<file path="config.mk">
export PLATFORM = sky130hd
export DESIGN_NAME = serial_capture_ctrl_flat
export DESIGN_NICKNAME = d
export VERILOG_FILES = /design/src/rtl/serial_capture_ctrl_if.sv /design/src/rtl/serial_capture_ctrl.sv /design/src/flat_wrapper.sv
export SDC_FILE = /design/constraint.sdc
export NUM_CORES = 1
export LEC_CHECK = 0
export CAP_MARGIN = 15
export CORE_MARGIN = 5
export CORE_UTILIZATION = 47
export DETAILED_ROUTE_END_ITERATION = 7
export PLACE_DENSITY_LB_ADDON = 0.12
export RECOVER_POWER = 25
export SLEW_MARGIN = 15
export SYNTH_ARGS = -nofsm -noshare
export SYNTH_HDL_FRONTEND = slang
export SYNTH_SLANG_ARGS = --single-unit
</file>
<file path="constraint.sdc">
create_clock -name Clk -period 1.75 [get_ports Clk]
set_clock_uncertainty 0.2 [all_clocks]
set_input_delay 0.35 -clock Clk [delete_from_list [all_inputs] [get_ports Clk]]
set_output_delay 0.35 -clock Clk [all_outputs]
set_load 0.02 [all_outputs]
</file>
<file path="src/rtl/serial_capture_ctrl_if.sv">
// Signal bundle between a framed serial line source and serial_capture_ctrl.
// The source drives D/Enable; the controller returns the captured word and status strobes.
interface serial_capture_ctrl_if #(
    parameter int WIDTH = 4
);
    logic             D;
    logic             Enable;
    logic             ShiftEn;
    logic [WIDTH-1:0] Q;
    logic             Valid;
    logic             Err;
    logic             Busy;

    modport master (
        output D,
        output Enable,
        input  ShiftEn,
        input  Q,
        input  Valid,
        input  Err,
        input  Busy
    );

    modport slave (
        input  D,
        input  Enable,
        output ShiftEn,
        output Q,
        output Valid,
        output Err,
        output Busy
    );
endinterface

</file>
<file path="src/rtl/serial_capture_ctrl.sv">
// Framed serial-to-parallel capture controller: start bit, WIDTH data bits MSB first, stop bit.
// Optional even-parity bit before the stop bit when SERIAL_CAPTURE_PARITY_EN is defined.
module serial_capture_ctrl #(
    parameter int WIDTH      = 4,
    parameter int BIT_CYCLES = 4
) (
    input  logic                 Clk,
    input  logic                 Rst,
    serial_capture_ctrl_if.slave bus
);

    localparam int HALF = BIT_CYCLES / 2;
    localparam int CW   = (BIT_CYCLES > 2) ? $clog2(BIT_CYCLES) : 1;
    localparam int BW   = $clog2(WIDTH);

    localparam logic [CW-1:0] CNT_BIT_LAST  = CW'(BIT_CYCLES - 1);
    localparam logic [CW-1:0] CNT_HALF_LAST = CW'(HALF - 1);
    localparam logic [BW-1:0] BIDX_LAST     = BW'(WIDTH - 1);

    typedef enum logic [2:0] {
        S_IDLE,
        S_START,
        S_DATA,
`ifdef SERIAL_CAPTURE_PARITY_EN
        S_PARITY,
`endif
        S_STOP,
        S_RECOVER
    } state_t;

    state_t           state, state_next;
    logic [CW-1:0]    cnt, cnt_next;
    logic [BW-1:0]    bidx, bidx_next;
    logic [WIDTH-1:0] shift, shift_next;
    logic [WIDTH-1:0] q, q_next;
    logic             valid, valid_next;
    logic             err, err_next;
    logic             shift_en, shift_en_next;
    logic             busy, busy_next;
    logic             stop_ok;
`ifdef SERIAL_CAPTURE_PARITY_EN
    logic             parity_bit, parity_next;
`endif

    // A good stop bit only commits the word when the parity (if present) also checks out.
`ifdef SERIAL_CAPTURE_PARITY_EN
    assign stop_ok = ((^shift) ^ parity_bit) == 1'b0;
`else
    assign stop_ok = 1'b1;
`endif

    always_ff @(posedge Clk) begin
        if (Rst) begin
            state    <= S_IDLE;
            cnt      <= '0;
            bidx     <= '0;
            shift    <= '0;
            q        <= '0;
            valid    <= 1'b0;
            err      <= 1'b0;
            shift_en <= 1'b0;
            busy     <= 1'b0;
`ifdef SERIAL_CAPTURE_PARITY_EN
            parity_bit <= 1'b0;
`endif
        end else begin
            state    <= state_next;
            cnt      <= cnt_next;
            bidx     <= bidx_next;
            shift    <= shift_next;
            q        <= q_next;
            valid    <= valid_next;
            err      <= err_next;
            shift_en <= shift_en_next;
            busy     <= busy_next;
`ifdef SERIAL_CAPTURE_PARITY_EN
            parity_bit <= parity_next;
`endif
        end
    end

    // cnt counts cycles since the last sample point; every sample lands on cnt == last.
    always_comb begin
        state_next    = state;
        cnt_next      = cnt + CW'(1);
        bidx_next     = bidx;
        shift_next    = shift;
        q_next        = q;
        valid_next    = 1'b0;
        err_next      = 1'b0;
        shift_en_next = 1'b0;
`ifdef SERIAL_CAPTURE_PARITY_EN
        parity_next   = parity_bit;
`endif

        case (state)
            S_IDLE: begin
                cnt_next = '0;
                if (bus.Enable && bus.D) begin
                    state_next = S_START;
                end
            end

            S_START: begin
                if (cnt == CNT_HALF_LAST) begin
                    cnt_next = '0;
                    if (bus.D) begin
                        state_next = S_DATA;
                        bidx_next  = '0;
                    end else begin
                        state_next = S_IDLE;
                    end
                end
            end

            S_DATA: begin
                if (cnt == CNT_BIT_LAST) begin
                    cnt_next      = '0;
                    shift_next    = {shift[WIDTH-2:0], bus.D};
                    shift_en_next = 1'b1;
                    if (bidx == BIDX_LAST) begin
`ifdef SERIAL_CAPTURE_PARITY_EN
                        state_next = S_PARITY;
`else
                        state_next = S_STOP;
`endif
                    end else begin
                        bidx_next = bidx + BW'(1);
                    end
                end
            end

`ifdef SERIAL_CAPTURE_PARITY_EN
            S_PARITY: begin
                if (cnt == CNT_BIT_LAST) begin
                    cnt_next    = '0;
                    parity_next = bus.D;
                    state_next  = S_STOP;
                end
            end
`endif

            S_STOP: begin
                if (cnt == CNT_BIT_LAST) begin
                    cnt_next = '0;
                    if (!bus.D) begin
                        state_next = S_IDLE;
                        if (stop_ok) begin
                            q_next     = shift;
                            valid_next = 1'b1;
                        end else begin
                            err_next = 1'b1;
                        end
                    end else begin
                        err_next   = 1'b1;
                        state_next = S_RECOVER;
                    end
                end
            end

            // Wait out a stuck-high line so it cannot be mistaken for a new start bit.
            S_RECOVER: begin
                cnt_next = '0;
                if (!bus.D) begin
                    state_next = S_IDLE;
                end
            end

            default: begin
                cnt_next   = '0;
                state_next = S_IDLE;
            end
        endcase

        busy_next = (state_next != S_IDLE);
    end

    assign bus.Q       = q;
    assign bus.Valid   = valid;
    assign bus.Err     = err;
    assign bus.ShiftEn = shift_en;
    assign bus.Busy    = busy;

endmodule

</file>
<file path="src/flat_wrapper.sv">
// flat-port wrapper written by rule: the top's interface ports become plain ports
module serial_capture_ctrl_flat 
#(
    parameter int WIDTH      = 4,
    parameter int BIT_CYCLES = 4
)
  (Clk, Rst, bus_D, bus_Enable, bus_ShiftEn, bus_Q, bus_Valid, bus_Err, bus_Busy);
  serial_capture_ctrl_if #(.WIDTH(WIDTH)) bus_i ();
  input  logic Clk;
  input  logic Rst;
  input wire logic [$bits(bus_i.D)-1:0] bus_D;
  input wire logic [$bits(bus_i.Enable)-1:0] bus_Enable;
  output wire logic [$bits(bus_i.ShiftEn)-1:0] bus_ShiftEn;
  output wire logic [$bits(bus_i.Q)-1:0] bus_Q;
  output wire logic [$bits(bus_i.Valid)-1:0] bus_Valid;
  output wire logic [$bits(bus_i.Err)-1:0] bus_Err;
  output wire logic [$bits(bus_i.Busy)-1:0] bus_Busy;
  assign bus_i.D = bus_D;
  assign bus_i.Enable = bus_Enable;
  assign bus_ShiftEn = bus_i.ShiftEn;
  assign bus_Q = bus_i.Q;
  assign bus_Valid = bus_i.Valid;
  assign bus_Err = bus_i.Err;
  assign bus_Busy = bus_i.Busy;
  serial_capture_ctrl #(.WIDTH(WIDTH), .BIT_CYCLES(BIT_CYCLES)) u_core (.Clk(Clk), .Rst(Rst), .bus(bus_i));
endmodule
</file>
Word-level counts from Yosys, hierarchy flattened --
Cells that the tools add are included.
Operators by class: eq/ne operators 11, reductions and logical operators 10, $add $sub $neg 2, bitwise gates (word level) 4, mux-type cells 20
Operator list (count):
- 3-bit two-way mux | 7
- 3-bit case mux with 5 select lines | 1
- 2-bit two-way mux | 7
- 2-bit case mux with 2 select lines | 2
- 3-bit by 2-bit == test with 1-bit output (second input constant) | 2
- 5-bit AND reduction | 1
- 2-bit by 1-bit adder with 2-bit output (second input constant) | 2
- 2-bit == test (second input constant) | 2
- 2-bit by 1-bit != test with 1-bit output (second input constant) | 2
- 2-bit != test (second input constant) | 2
- 1-bit NOT | 4
- 2-bit OR reduction | 2
- 3-bit by 1-bit == test with 1-bit output (second input constant) | 1
- 3-bit == test (second input constant) | 1
- 3-bit logical NOT | 1
- 1-bit two-way mux | 3
- 3-bit AND reduction | 1
- 3-bit nonzero test | 1
- 3-bit OR reduction | 1
- 2-bit by 1-bit == test with 1-bit output (second input constant) | 1
- 2-bit AND reduction | 1
- 2-bit nonzero test | 1
- 1-bit logical AND | 1
Storage, ports and cells: register bits 19, output and inout port bits 8

Depth between registers and ports, before layout --
depth after elaboration 5, depth in mapped cells 6, gate-level depth less buffers 6

Worst setup path after synthesis --
No wires, ideal clock.
path type reg2reg, start point register u_core.cnt[0], end point register u_core.bidx[1], cell stages (with the launch flop) 7, required time 1.421 ns, arrival 1.321 ns, slack 0.100 ns, buffers on the path 1, library setup time 0.129 ns, path through dfxtp_1 -> ha_1 -> nor4bb_4 -> buf_6 -> o2bb2ai_2 -> mux2i_1 -> nor2_1
Between the ends: word-level cells in the longest chain between the ends 3
RTL lines:
- from (decl) | RTL line serial_capture_ctrl.sv:32 | logic [CW-1:0] cnt, cnt_next;
- from (signal assigned) | RTL line serial_capture_ctrl.sv:68 | cnt <= cnt_next;
- 2-bit == test or 2-bit by 1-bit == test with 1-bit output (tied branches) | RTL line serial_capture_ctrl.sv:117, serial_capture_ctrl.sv:105
- 2-bit by 1-bit != test with 1-bit output (no line)
- 5-bit AND reduction (no line) *
- to (signal assigned) | RTL line serial_capture_ctrl.sv:69 | bidx <= bidx_next;
- to (decl) | RTL line serial_capture_ctrl.sv:33 | logic [BW-1:0] bidx, bidx_next;
Every way passes the cells marked *; elsewhere a longest branch is shown, timed or not. A chain may end at the register's enable or synchronous reset.

Final worst setup path --
start point register u_core.cnt[1], end point register u_core.shift[3]
Between the ends: word-level cells in the longest chain between the ends 2
RTL lines:
- 2-bit == test | RTL line serial_capture_ctrl.sv:117 | if (cnt == CNT_BIT_LAST) begin
- 2-bit AND reduction (no line)
- to (signal assigned) | RTL line serial_capture_ctrl.sv:70 | shift <= shift_next;
- to (decl) | RTL line serial_capture_ctrl.sv:34 | logic [WIDTH-1:0] shift, shift_next;
Every way passes these cells.

==> flow_metrics.py <==
metrics = {
    "final_layout": {
        "area.growth.synth_to_final_pct": 19.4,
        "num_antenna_cells": 0,
        "finish.net_count": 120,
        "drive_above_1_share_pct": 18.3,
        "post_route_cell_area_sq_um": 1060,
    },
    "sta": {
        "setup_viol_count_final": 0,
        "timing_worst_slew_pin_value_ps": 411,
        "hold_slack_ps": 277,
        "period_share_pct": 94.0,
        "rsz0062_at_grt": "no",
        "achievable-frequency_mhz": 608,
        "layout_min_cycle_time_ps": 1650,
        "final_max_slew_viol_count": 0,
        "worst_slew_margin_rel_pct": 72.6,
        "report.final.hold_viol_count": 0,
    },
    "routing": {
        "drc_errors": 0,
        "detail_route.first_pass.iterations": 4,
        "drt_antenna_net_count": 0,
        "routedLengthMet1_um": 717,
        "route.met3.wl_um": 66,
        "first_iter_violations": 5,
        "route.final.wire_length_um": 1630,
        "met2_wirelength_um": 839,
        "routed.top_layer": "met4",
        "post_drt_via_cell_ratio": 5.06,
        "detail_route.wl_per_cell_um": 12.2,
        "num_vias": 678,
    },
    "floorplan": {
        "floorplan.initialDensity_pct": 50.5,
        "coreArea_sq_um": 1760,
        "i_o_pin_count": 12,
        "die_area_sq_um": 2870,
        "fp-row-count": 15,
        "die_width_um": 53.5,
        "die_h_um": 53.5,
    },
    "clocking": {
        "clockBufferDepth": 2,
        "worstSkewPairLatency_ps": 290,
        "cts_tree": "built",
        "clock_tree.htree_level_count": 1,
        "cts.clk_slew.worst_paths_ps": 100,
        "cts_hold_buf": 0,
        "ctsRootBufferMaster": "clkbuf_4",
        "tritoncts.num_buffers": 3,
        "tritoncts_num_sinks": 19,
    },
    "yosys": {
        "ys_warn_count": 0,
        "yosys.area_share.simple_pct": 21.3,
        "share_of_the_synthesized_area_in_compound_gates_ao_oa_aoi_oai_pct": 11.0,
        "post_synth_inst_count": 92,
        "number_of_nets_produced_by_synthesis": 102,
        "post_synthesis_xor_xnor_area_fraction_pct": 0,
        "yosys_register_bits": 19,
        "synth.mux.area_fraction_pct": 9.27,
        "synth-adder-area-share_pct": 8.43,
        "netlist_area_sq_um": 891,
        "synth_top_family_by_area": "simple AND/OR/NAND/NOR gates",
        "synth.avg_cell_area_sq_um": 9.68,
        "netlist-cell-type-count": 26,
        "ys_seq_area_share_pct": 42.7,
    },
    "grt": {
        "grt_pass1_vias": 686,
        "globalRouteOverflowTotal": 0,
        "number_of_antenna_violations_at_the_first_check_in_global_routing": 0,
        "global_route_wire_length_before_repair_um": 2880,
        "grt_usage_pct": 13.8,
        "maximum_number_of_pins_on_one_net_before_global_route_repair": 15,
    },
    "placed_design": {
        "placement.io_buffers": 11,
        "dp_hpwl_um": 1290,
        "routabilityCongestion": 0.771,
        "placement.cell_area_sq_um": 1040,
    },
    "setup_path": {
        "cp_slowest_cell": "dfxtp_1",
        "crit_required_ps": 1750,
        "timing.critical_path.fanout_max": 4,
        "timing.critical_path.from_type": "flip-flop",
        "timing.critical_path.cells": "ha_1 -> nor4bb_4 -> buf_4 -> mux2i_1 -> nor2_1",
        "critical-path-max-stage-delay_ps": 400,
        "worstPathArrival_ps": 1640,
        "reg2reg_depth": 5,
        "worstSetupEndpointType": "flip-flop",
        "setup.worst_path.class": "flip-flop to flip-flop",
    },
    "min_path": {
        "min-delay-path-class": "flip-flop to flip-flop",
        "whs_path_depth": 2,
    },
    "power_and_ir_drop": {
        "switching_share_pct": 22.9,
        "fin_total_pwr_uw": 708,
        "share_comb_of_total_power_pct": 6.6,
        "vdd_ir_drop_max_mv": 0.535,
        "power_frac_seq_pct": 62.8,
        "power.static_leakage_uw": 0.000414,
        "powerDensity_nw_per_um2": 666,
        "p_clk_share_pct": 30.6,
        "p_int_uw": 546,
        "switching_power_of_the_nets_uw": 162,
    },
    "outcome": {
        "status": "finished clean",
    },
    "run": {
        "drv.max_cap_violation_count": 0,
    },
}
Yosys cell counts (all sizes together):
master	n	share of area (%)
dfxtp	19	43
nand2	10	4.2
nor2	9	4.1
a21oi	7	3.9
ha	6	8.4
mux2i	6	6.7
inv	5	2.1
buf	4	4.4
o21ai	4	2.2
and2	2	1.4
clkbuf	2	0.84
mux2	2	2.5
nand2b	2	1.4
nand4b	2	2.0
nor3	2	1.1
nor4	2	1.4
a32oi	1	0.98
and4bb	1	1.4
nand4	1	0.70
nor3b	1	0.84
nor4bb	1	2.8
o21ba	1	1.1
o2bb2ai	1	1.7
o31a	1	0.98
registers in the layout (all words and copies together) (netlist names):
name and cells:
u_core.bidx 2, u_core.bus.Busy 1, u_core.bus.Err 1, u_core.bus.Q 4, u_core.bus.ShiftEn 1, u_core.bus.Valid 1, u_core.cnt 2, u_core.shift 4
u_core.state 3
cell usage in the layout, fill, tap and decap left out, drive strengths merged:
master         count
mux2               2
clkdlybuf4s50      3
nor3b              1
and4bb             1
ha                 6
clkinv             1
nand2b             2
o2bb2ai            1
clkbuf             4
nor4bb             1
o21ba              1
nand4b             2
mux2i              6
dlygate4sd2        8
nor2               9
dfxtp             19
o31a               1
nand2             10
nand4              1
a21oi              7
buf                7
nor4               2
nor3               2
and2               2
inv                5
a32oi              1
o21ai              4
kinds of logic after synthesis:
group | Yosys count
simple gates | 33
flops | 19
compound gates | 15
buf+inv | 11
mux | 8
fa+ha+maj | 6
layout make-up:
cell class,instances,area [sq um]
inverter,5,18.8
tap,25,31.3
clock buffer,3,22.5
fill,182,701
sequential,19,382
clock inverter,1,5.00
timing repair buffer,19,156
multi-input combinational,62,448
through the flow:
| stage | TNS, ps | utilization, % | instances | worst slack, ps |
|---|---|---|---|---|
| floorplan | 0 | - | 92 | 100 |
| global placement | 0 | 58.9 | 129 | 16.4 |
| detailed placement | -24.9 | 58.9 | 129 | -17.5 |
| CTS | 0 | 59.9 | 133 | 9.84 |
| global route | 0 | 60.3 | 134 | 4.89 |
| finish | 0 | 60.3 | 134 | 105 |
metal layers:
metal | GRT usage [%] | up-vias
met3 | 3.32 | 2
met2 | 25.5 | 14
met1 | 15.5 | 316
li1 | - | 346
met4 | 3.83 | 0
met5 | 0 | -
final timing paths:
path	startpoint	end	slack, ps
worst max-delay path	u_core.cnt[1]	u_core.shift[3]	100
worst min-delay path	u_core.shift[1]	u_core.bus.Q[1]	280
worst max register to register	u_core.cnt[1]	u_core.shift[3]	100
worst min register to register	u_core.shift[1]	u_core.bus.Q[1]	280
power groups by stage:
stage               logic (uW)  clock network (uW)  registers, uW
floorplan                 30.5                   0            452
global placement          47.7                   0            455
detailed placement        47.7                   0            455
CTS                       46.7                 222            445
global route              51.5                 250            446
finish                    46.6                 217            445
worst max-delay path: cells and delay by family (launching register included):
| family | cells | cell delay [ps] |
|---|---|---|
| DFF | 1 | 400 |
| and+or+nand+nor | 2 | 350 |
| buffers and inverters | 1 | 210 |
| muxes | 1 | 200 |
| adders and majority gates | 1 | 180 |
repair_timing:
item                                    4_1_cts  5_1_grt
pin swaps                                     1        0
endpoints found under the setup margin       12        8
gates resized for setup                       8        2
buffers inserted                              0        1
Note: power is estimated with default switching activity, not from simulation.
